[src/rtl/decode_seq_pkg.sv]
// rtl/decode_seq_pkg.sv - shared widths and state encoding for the decode sequencer
package decode_seq_pkg;

  localparam int Q_W    = 16;
  localparam int CODE_W = 4;
  localparam int CNT_W  = 8;

  typedef enum logic [1:0] {
    ST_IDLE  = 2'd0,
    ST_DRIVE = 2'd1,
    ST_GAP   = 2'd2
  } state_t;

endpackage

[src/rtl/decode_seq_dec4to16.sv]
// rtl/decode_seq_dec4to16.sv - combinational 4-to-16 one-hot decoder, Q[0] leftmost
module dec4to16
  import decode_seq_pkg::*;
(
  input  logic [CODE_W-1:0] i_code,
  output logic [0:Q_W-1]    o_onehot
);

  // Raise only the bit selected by the code.
  always_comb begin
    o_onehot         = '0;
    o_onehot[i_code] = 1'b1;
  end

endmodule

[src/rtl/decode_seq.sv]
// rtl/decode_seq.sv - one-hot drive sequencer with dwell, optional rotate and trailing gap
module decode_seq
  import decode_seq_pkg::*;
#(
  parameter int DWELL = 2,
  parameter int GAP   = 1
) (
  input  logic              CLK,
  input  logic              RST_N,
  input  logic [CODE_W-1:0] C_IN,
  input  logic              C_VALID,
  output logic              C_READY,
  input  logic              ROT,
  output logic [0:Q_W-1]    Q,
  output logic [CODE_W-1:0] C_OUT,
  output logic              BUSY,
  output logic              DONE
);

  // Counters count down to zero; the terminal value is loaded on entry.
  localparam logic [CNT_W-1:0] DWELL_LAST = CNT_W'(DWELL - 1);
  localparam logic [CNT_W-1:0] GAP_LAST   = (GAP > 0) ? CNT_W'(GAP - 1) : '0;

  state_t              r_state;
  logic [0:Q_W-1]      r_q;
  logic [CODE_W-1:0]   r_code;
  logic [CNT_W-1:0]    r_dwell_cnt;
  logic [CNT_W-1:0]    r_gap_cnt;
  logic                r_done;
  logic [0:Q_W-1]      w_onehot;

  dec4to16 u_dec (
    .i_code   (C_IN),
    .o_onehot (w_onehot)
  );

  // Sequencer: accept a code in IDLE, hold it DWELL cycles, rotate or fall into GAP.
  always_ff @(posedge CLK or negedge RST_N) begin
    if (!RST_N) begin
      r_state     <= ST_IDLE;
      r_q         <= '0;
      r_code      <= '0;
      r_dwell_cnt <= '0;
      r_gap_cnt   <= '0;
      r_done      <= 1'b0;
    end else begin
      r_done <= 1'b0;
      case (r_state)
        ST_IDLE: begin
          if (C_VALID) begin
            r_q         <= w_onehot;
            r_code      <= C_IN;
            r_dwell_cnt <= DWELL_LAST;
            r_state     <= ST_DRIVE;
          end
        end
        ST_DRIVE: begin
          if (r_dwell_cnt != '0) begin
            r_dwell_cnt <= r_dwell_cnt - 1'b1;
          end else if (ROT) begin
            // Move one position to the right; the code tracks the bit index.
            r_q         <= {r_q[Q_W-1], r_q[0:Q_W-2]};
            r_code      <= r_code + 1'b1;
            r_dwell_cnt <= DWELL_LAST;
          end else begin
            r_q <= '0;
            if (GAP > 0) begin
              r_gap_cnt <= GAP_LAST;
              r_state   <= ST_GAP;
            end else begin
              r_state <= ST_IDLE;
              r_done  <= 1'b1;
            end
          end
        end
        ST_GAP: begin
          if (r_gap_cnt != '0) begin
            r_gap_cnt <= r_gap_cnt - 1'b1;
          end else begin
            r_state <= ST_IDLE;
            r_done  <= 1'b1;
          end
        end
        default: begin
          r_state <= ST_IDLE;
          r_q     <= '0;
        end
      endcase
    end
  end

  assign C_READY = (r_state == ST_IDLE);
  assign BUSY    = (r_state != ST_IDLE);
  assign Q       = r_q;
  assign C_OUT   = r_code;
  assign DONE    = r_done;

endmodule

[config.mk]
export PLATFORM = sky130hd
export DESIGN_NAME = decode_seq
export DESIGN_NICKNAME = d
export VERILOG_FILES = /design/src/rtl/decode_seq_pkg.sv /design/src/rtl/decode_seq_dec4to16.sv /design/src/rtl/decode_seq.sv
export SDC_FILE = /design/constraint.sdc
export NUM_CORES = 1
export LEC_CHECK = 0
export BUFFER_PORTS_ARGS = -buffer_cell sky130_fd_sc_hd__buf_2
export CAP_MARGIN = 20
export CORE_ASPECT_RATIO = 1.75
export CORE_MARGIN = 3
export CORE_UTILIZATION = 35
export CTS_BUF_LIST = sky130_fd_sc_hd__clkbuf_16
export CTS_CLUSTER_SIZE = 24
export DETAILED_ROUTE_END_ITERATION = 8
export GPL_TIMING_DRIVEN = 0
export HOLD_SLACK_MARGIN = 0.02
export PLACE_DENSITY = 0.52
export SETUP_SLACK_MARGIN = 0.05
export SYNTH_ARGS = -nofsm -noshare
export SYNTH_HDL_FRONTEND = slang
export SYNTH_SLANG_ARGS = --single-unit
[constraint.sdc]
create_clock -name CLK -period 4.5 [get_ports CLK]
set_input_delay 0.225 -clock CLK [delete_from_list [all_inputs] [get_ports CLK]]
set_output_delay 0.225 -clock CLK [all_outputs]
set_load 0.03 [all_outputs]
### After elaboration in Yosys (flattened, before gate mapping)

Cells that the tools add are included.

* flip-flop bits (word level): 39
* input port bits: 8
* output and inout bits: 23

* add/sub/neg operators: 3
* order comparisons: 2
* equality and inequality tests: 9
* mux-type cells: 25
* bitwise logic cells: 2
* reduce and logical (&&, ||, !) cells: 12

Operators by type and width (count)
* 2-to-1 mux 16 bit: 3
* 2-to-1 mux 8 bit: 6
* case mux 16 bit (3 select lines): 1
* case mux 8 bit (2 select lines): 2
* nonzero test 8 bit: 2
* subtractor 8 x 1 -> 8 bit, second input constant: 2
* 2-to-1 mux 4 bit: 3
* inequality test 2 bit, second input constant: 6
* AND reduction 4 bit: 3
* 2-to-1 mux 2 bit: 4
* case mux 4 bit (2 select lines): 1
* case mux 2 bit (3 select lines): 1
* AND reduction 3 bit: 2
* nonzero test 2 bit: 3
* >= comparator 5 bit, second input constant: 1
* < comparator 5 x 1 -> 1 bit, second input constant: 1
* inverter 4 -> 5 bit: 1
* adder 4 x 1 -> 4 bit, second input constant: 1
* demux 1 bit (select 4 bit): 1
* 2-to-1 mux 1 bit: 3
* inequality test 3 bit, second input constant: 1
* equality test 2 x 1 -> 1 bit, second input constant: 1
* equality test 2 bit, second input constant: 1
* logical NOT 2 bit: 1
* other kinds (2): 2

### Longest topological paths before layout

* word-level depth: 7
* depth in mapped cells: 7
* depth with buffers taken out: 7

### Hierarchy

Synthesis repeated with hierarchy kept, for this count alone.

* cell total of the unflattened synthesis: 224
* area total of the unflattened synthesis: 2180.8 µm²

By module, submodules not included
* decode_seq: times used 1, cells each 204, area each 1954.4 µm², seq. area each 975.9 µm²
* dec4to16: times used 1, cells each 20, area each 226.5 µm², seq. area each 0.0 µm²

### Worst setup path after synthesis

OpenSTA, ideal clock, no wires.

* kind: register to register
* start point: register r_dwell_cnt[0]
* end point: register r_code[2] (netlist: C_OUT[2])
* arrival time: 1920 ps
* required time: 4376 ps
* path slack: 2456 ps
* cell stages (with the launch flop): 7
* buffers on the path: 0
* clock period less this slack: 2044 ps
* cell sequence: dfrtp_1 -> inv_1 -> ha_1 -> or3b_2 -> o31a_1 -> o31a_1 -> a211o_1

* word-level cells in the longest chain between the ends: 3

Ends and longest elaborated chain
* start, declared: line decode_seq.sv:27 `logic [CNT_W-1:0] r_dwell_cnt;`
* start signal, assigned: line decode_seq.sv:59 `r_dwell_cnt <= r_dwell_cnt - 1'b1;`
* nonzero test 8 bit: line decode_seq.sv:58 `if (r_dwell_cnt != '0) begin`
* inequality test 2 bit (no line)
* AND reduction 4 bit (no line)
* end signal, assigned: line decode_seq.sv:63 `r_code <= r_code + 1'b1;`
* end, declared: line decode_seq.sv:26 `logic [CODE_W-1:0] r_code;`

No other way between the ends.
A chain may end at the register's enable or synchronous reset.

### Worst setup path in the final report

* start point: register r_dwell_cnt[0]
* end point: register r_q, in the netlist Q[5]

* word-level cells in the longest chain between the ends: 3

Ends and longest elaborated chain
* nonzero test 8 bit: line decode_seq.sv:58
* inequality test 2 bit (no line)
* AND reduction 3 bit (no line)
* end signal, assigned: line decode_seq.sv:51 `r_q <= w_onehot;`
* end signal, assigned: line decode_seq.sv:62 `r_q <= {r_q[Q_W-1], r_q[0:Q_W-2]};`
* end, declared: line decode_seq.sv:25 `logic [0:Q_W-1] r_q;`

No other way between the ends.

==> out/qor.txt <==
=====================================================================================
Global routing met1 resource utilization ...............................        18.6%
Global routing's busiest layer .........................................         met2
Routed vias/inst .......................................................         5.66
CP Launch Type .........................................................    flip-flop
Hold violation count in the final report ...............................            0
Initial Util ...........................................................        36.4%
Number of flops mapped to enable cells by yosys ........................            0
Max Cap Viol ...........................................................            0
Die footprint ..........................................................     6850 µm²
Final critical delay including setup and external delays ...............      2.31 ns
Worst supply voltage drop on vdd .......................................     0.221 mV
Sequential cell area fraction in the yosys report ......................        47.6%
Ports placed on the boundary ...........................................           31
Post-synthesis instance area ...........................................     2050 µm²
Post-CTS Setup Repair Bufs .............................................            0
# rows .................................................................           36
Proportion of synthesized flip-flops having asynchronous set or reset ..         100%
Overall routed net length ..............................................      5.59 mm
Highest achievable clock rate ..........................................    0.433 GHz
Dominant cell type by area after synthesis ............................. sky130_fd_sc_hd__dfrtp_1
Status ................................................................. finished, final reports clean
Drt first pass iters ...................................................            4
Static Leak ............................................................      1.04 nW
Met2 capacity usage during global routing ..............................        33.2%
Number of slew-limit violations in the final report ....................            0
Clock Skews ............................................................   0.00368 ns
Overall overflow remaining after global route ..........................            0
Die Wd .................................................................      63.9 µm
Post-route fraction of the period consumed by the critical path ........        51.3%
First-pass GRT wire length .............................................      9.20 mm
Synth Net Count ........................................................          213
CTS clock-pin slew for the worst setup and hold paths ..................      0.06 ns
H-tree levels ..........................................................            2
Number of buffers inserted by hold repair at cts .......................            0
CP Data Arrival Time ...................................................      2.51 ns
Slew at the pin with the worst max-slew slack ..........................     0.914 ns
Synthesized instance count .............................................          200
Final instance count without filler cells ..............................          313
Data required time of the critical path ................................      4.70 ns
Core Area ..............................................................     5630 µm²
Flip-flop and latch count after synthesis ..............................           39
Prevailing post-synth register cell .................................... sky130_fd_sc_hd__dfrtp_1
Fin nets ...............................................................          249
Vias in the first global route .........................................         1801
Power per cell area ....................................................   664 nW/µm²
Global-route met3 utilization ..........................................        3.34%
Port-buffer cells ......................................................           29
Clock buffer count from CTS ............................................            5
Placer's final routability congestion estimate .........................        0.751
Pin count of the biggest net entering global routing ...................           40
Total buffers and inverters traversed by the critical path .............            2
Drt wl/cell ............................................................      17.9 µm
Maximum number of buffers from clock root to sink ......................            2
Clock sink count .......................................................           39
Normalized max-slew margin .............................................        39.1%
Total setup violations reported at the end of the flow .................            0
Initial DRC Count ......................................................           68
Die span in y ..........................................................       107 µm
Antenna violations before repair .......................................            0
Most frequent standard cell in the layout excluding fill and tap cells . sky130_fd_sc_hd__dfrtp_1
Average footprint of a synthesized cell ................................     10.3 µm²
Setup TNS ..............................................................         0 ns
Clock tree root driver cell ............................................ sky130_fd_sc_hd__clkbuf_16
Cell type group with the largest total delay on the critical path ...... compound AO/OA/AOI/OAI gates
Share of Yosys cell area claimed by the top area cell type .............        47.6%
Endpoint kind of the worst setup timing path ...........................    flip-flop
Stage delay of the slowest cell on the critical path ...................      0.45 ns
Via count ..............................................................         1773
Setup repair after global routing missed its margin ....................        false
Antenna cells ..........................................................            0
Gr usage total .........................................................        17.5%
Source-to-sink clock delay at the later pin of the worst-skew pair .....      0.28 ns
Number of instances resized during post-cts repair .....................            0
CTS tree ...............................................................         done
Type of the tightest min-delay check ................................... input pin to asynchronous set/reset pin
Warnings from Yosys ....................................................            0
Kind of critical path .................................................. flip-flop to flip-flop
Dominant cells by area after synthesis ................................. sky130_fd_sc_hd__dfrtp_1 48%, sky130_fd_sc_hd__o2bb2ai_1 7.7%, sky130_fd_sc_hd__a22oi_1 4.4%, sky130_fd_sc_hd__ha_1 3.1%, sky130_fd_sc_hd__nor2_1 2.9%
CP Max Fanout ..........................................................           10
Critical Path, Cell by Cell ............................................ inv_1, ha_1, nor3b_1, a211o_1, o21ai_1, clkbuf_1, o2bb2ai_1
Dpl hpwl ...............................................................      4.13 mm
Power Total ............................................................      1.63 mW
Post-synthesis cell type count .........................................           46
Count of unresolved DRC violations after routing .......................            0
Number of routed nets with antenna violations ..........................            0
Growth of design area from synthesis to finish .........................        19.7%
Slowest-stage cell, CP ................................................. sky130_fd_sc_hd__clkbuf_1
Number of cells in the design after placement ..........................          305
Leading cell types in the layout, fill and taps excluded ............... 39 x sky130_fd_sc_hd__dfrtp_1, 30 x sky130_fd_sc_hd__buf_2, 18 x sky130_fd_sc_hd__o2bb2ai_1, 16 x sky130_fd_sc_hd__nor2_1, 12 x sky130_fd_sc_hd__a22oi_1
Share of final-layout standard cells stronger than drive strength 1 ....        17.7%
=====================================================================================
[cell usage after synthesis, drive strengths merged, types with 2 or more instances]
cell type   n
dfrtp      39
o2bb2ai    18
nor2       17
a22oi      12
o21ai       8
clkbuf      7
inv         7
nand2       7
a21oi       6
ha          5
nor2b       5
xor2        5
a32oi       4
nand3       4
nor3        4
nor4        4
o31ai       4
or3         4
or4         4
nand2b      3
nor3b       3
nor4b       3
o211ai      3
a211o       2
a31oi       2
and3        2
buf         2
mux2        2
o31a        2
[worst register-to-register path, cell delays in order (launching register included)]
cell and delay (ns):
sky130_fd_sc_hd__dfrtp_1 0.42, sky130_fd_sc_hd__inv_1 0.09, sky130_fd_sc_hd__ha_1 0.21, sky130_fd_sc_hd__nor3b_1 0.15, sky130_fd_sc_hd__a211o_1 0.39, sky130_fd_sc_hd__o21ai_1 0.34
sky130_fd_sc_hd__clkbuf_1 0.46, sky130_fd_sc_hd__o2bb2ai_1 0.18
[kinds of logic after synthesis]
family / after synthesis / synth area share [%]
flip-flops: 39 / 47.6
multiplexers: 3 / 1.59
adder cells (fa/ha/maj): 5 / 3.05
AO/OA/AOI/OAI: 68 / 24.9
XOR/XNOR: 5 / 2.14
AND/OR/NAND/NOR: 64 / 17.8
buffers and inverters: 16 / 2.99
[registers in the layout (all words and copies together) (netlist names)]
register / cells
C_OUT: 4
DONE: 1
Q: 16
r_dwell_cnt: 8
r_gap_cnt: 8
r_state: 2
[power breakdown]
part	total, mW	switching (mW)	internal, mW	leakage [nW]
clock network	0.400	0.141	0.259	0.0812
logic	0.661	0.425	0.237	0.453
registers	0.569	0.110	0.459	0.507
total	1.63	0.676	0.954	1.04
[routing by layer]
layer  wire length (µm)  up-vias
li1                   -      842
met1               2130      886
met2               3180       39
met3                196        6
met4                 78        0
met5                  0        -
[worst paths after layout]
| kind | from | endpoint | slack, ns | cells after the start |
|---|---|---|---|---|
| worst max-delay path | r_dwell_cnt[0] | Q[5] | 2.19 | 7 |
| worst min-delay path | RST_N | r_gap_cnt[6] | 0.07 | 1 |
| worst max register to register | r_dwell_cnt[0] | Q[5] | 2.19 | 7 |
| worst min register to register | Q[0] | Q[0] | 0.51 | 1 |
| max in group asynchronous | RST_N | Q[6] | 3.85 | 1 |
| min in group CLK | C_IN[2] | C_OUT[2] | 0.23 | 2 |
[cell type report]
cell class	instances	area [µm²]
fill	587	3180
timing repair buffer	29	145
clock buffer	5	125
multi-input combinational	145	1010
buffer	9	35.0
inverter	7	26.3
tap	76	95.1
sequential	39	976
clock inverter	3	38.8
[metrics by stage]
| stage | area, µm² | worst slack (ns) | hold WS [ns] | utilization (%) |
|---|---|---|---|---|
| after floorplan | 2050 | 2.46 | -0.0706 | - |
| after CTS | 2450 | 2.21 | 0.116 | 43.6 |
| after detailed placement | 2290 | 2.21 | 0.413 | 40.7 |
| after global placement | 2290 | 2.22 | 0.415 | 40.7 |
| final | 2450 | 2.19 | 0.0743 | 43.6 |
| after global routing | 2450 | 2.00 | 0.142 | 43.6 |
(Power assumes the default switching activity.)
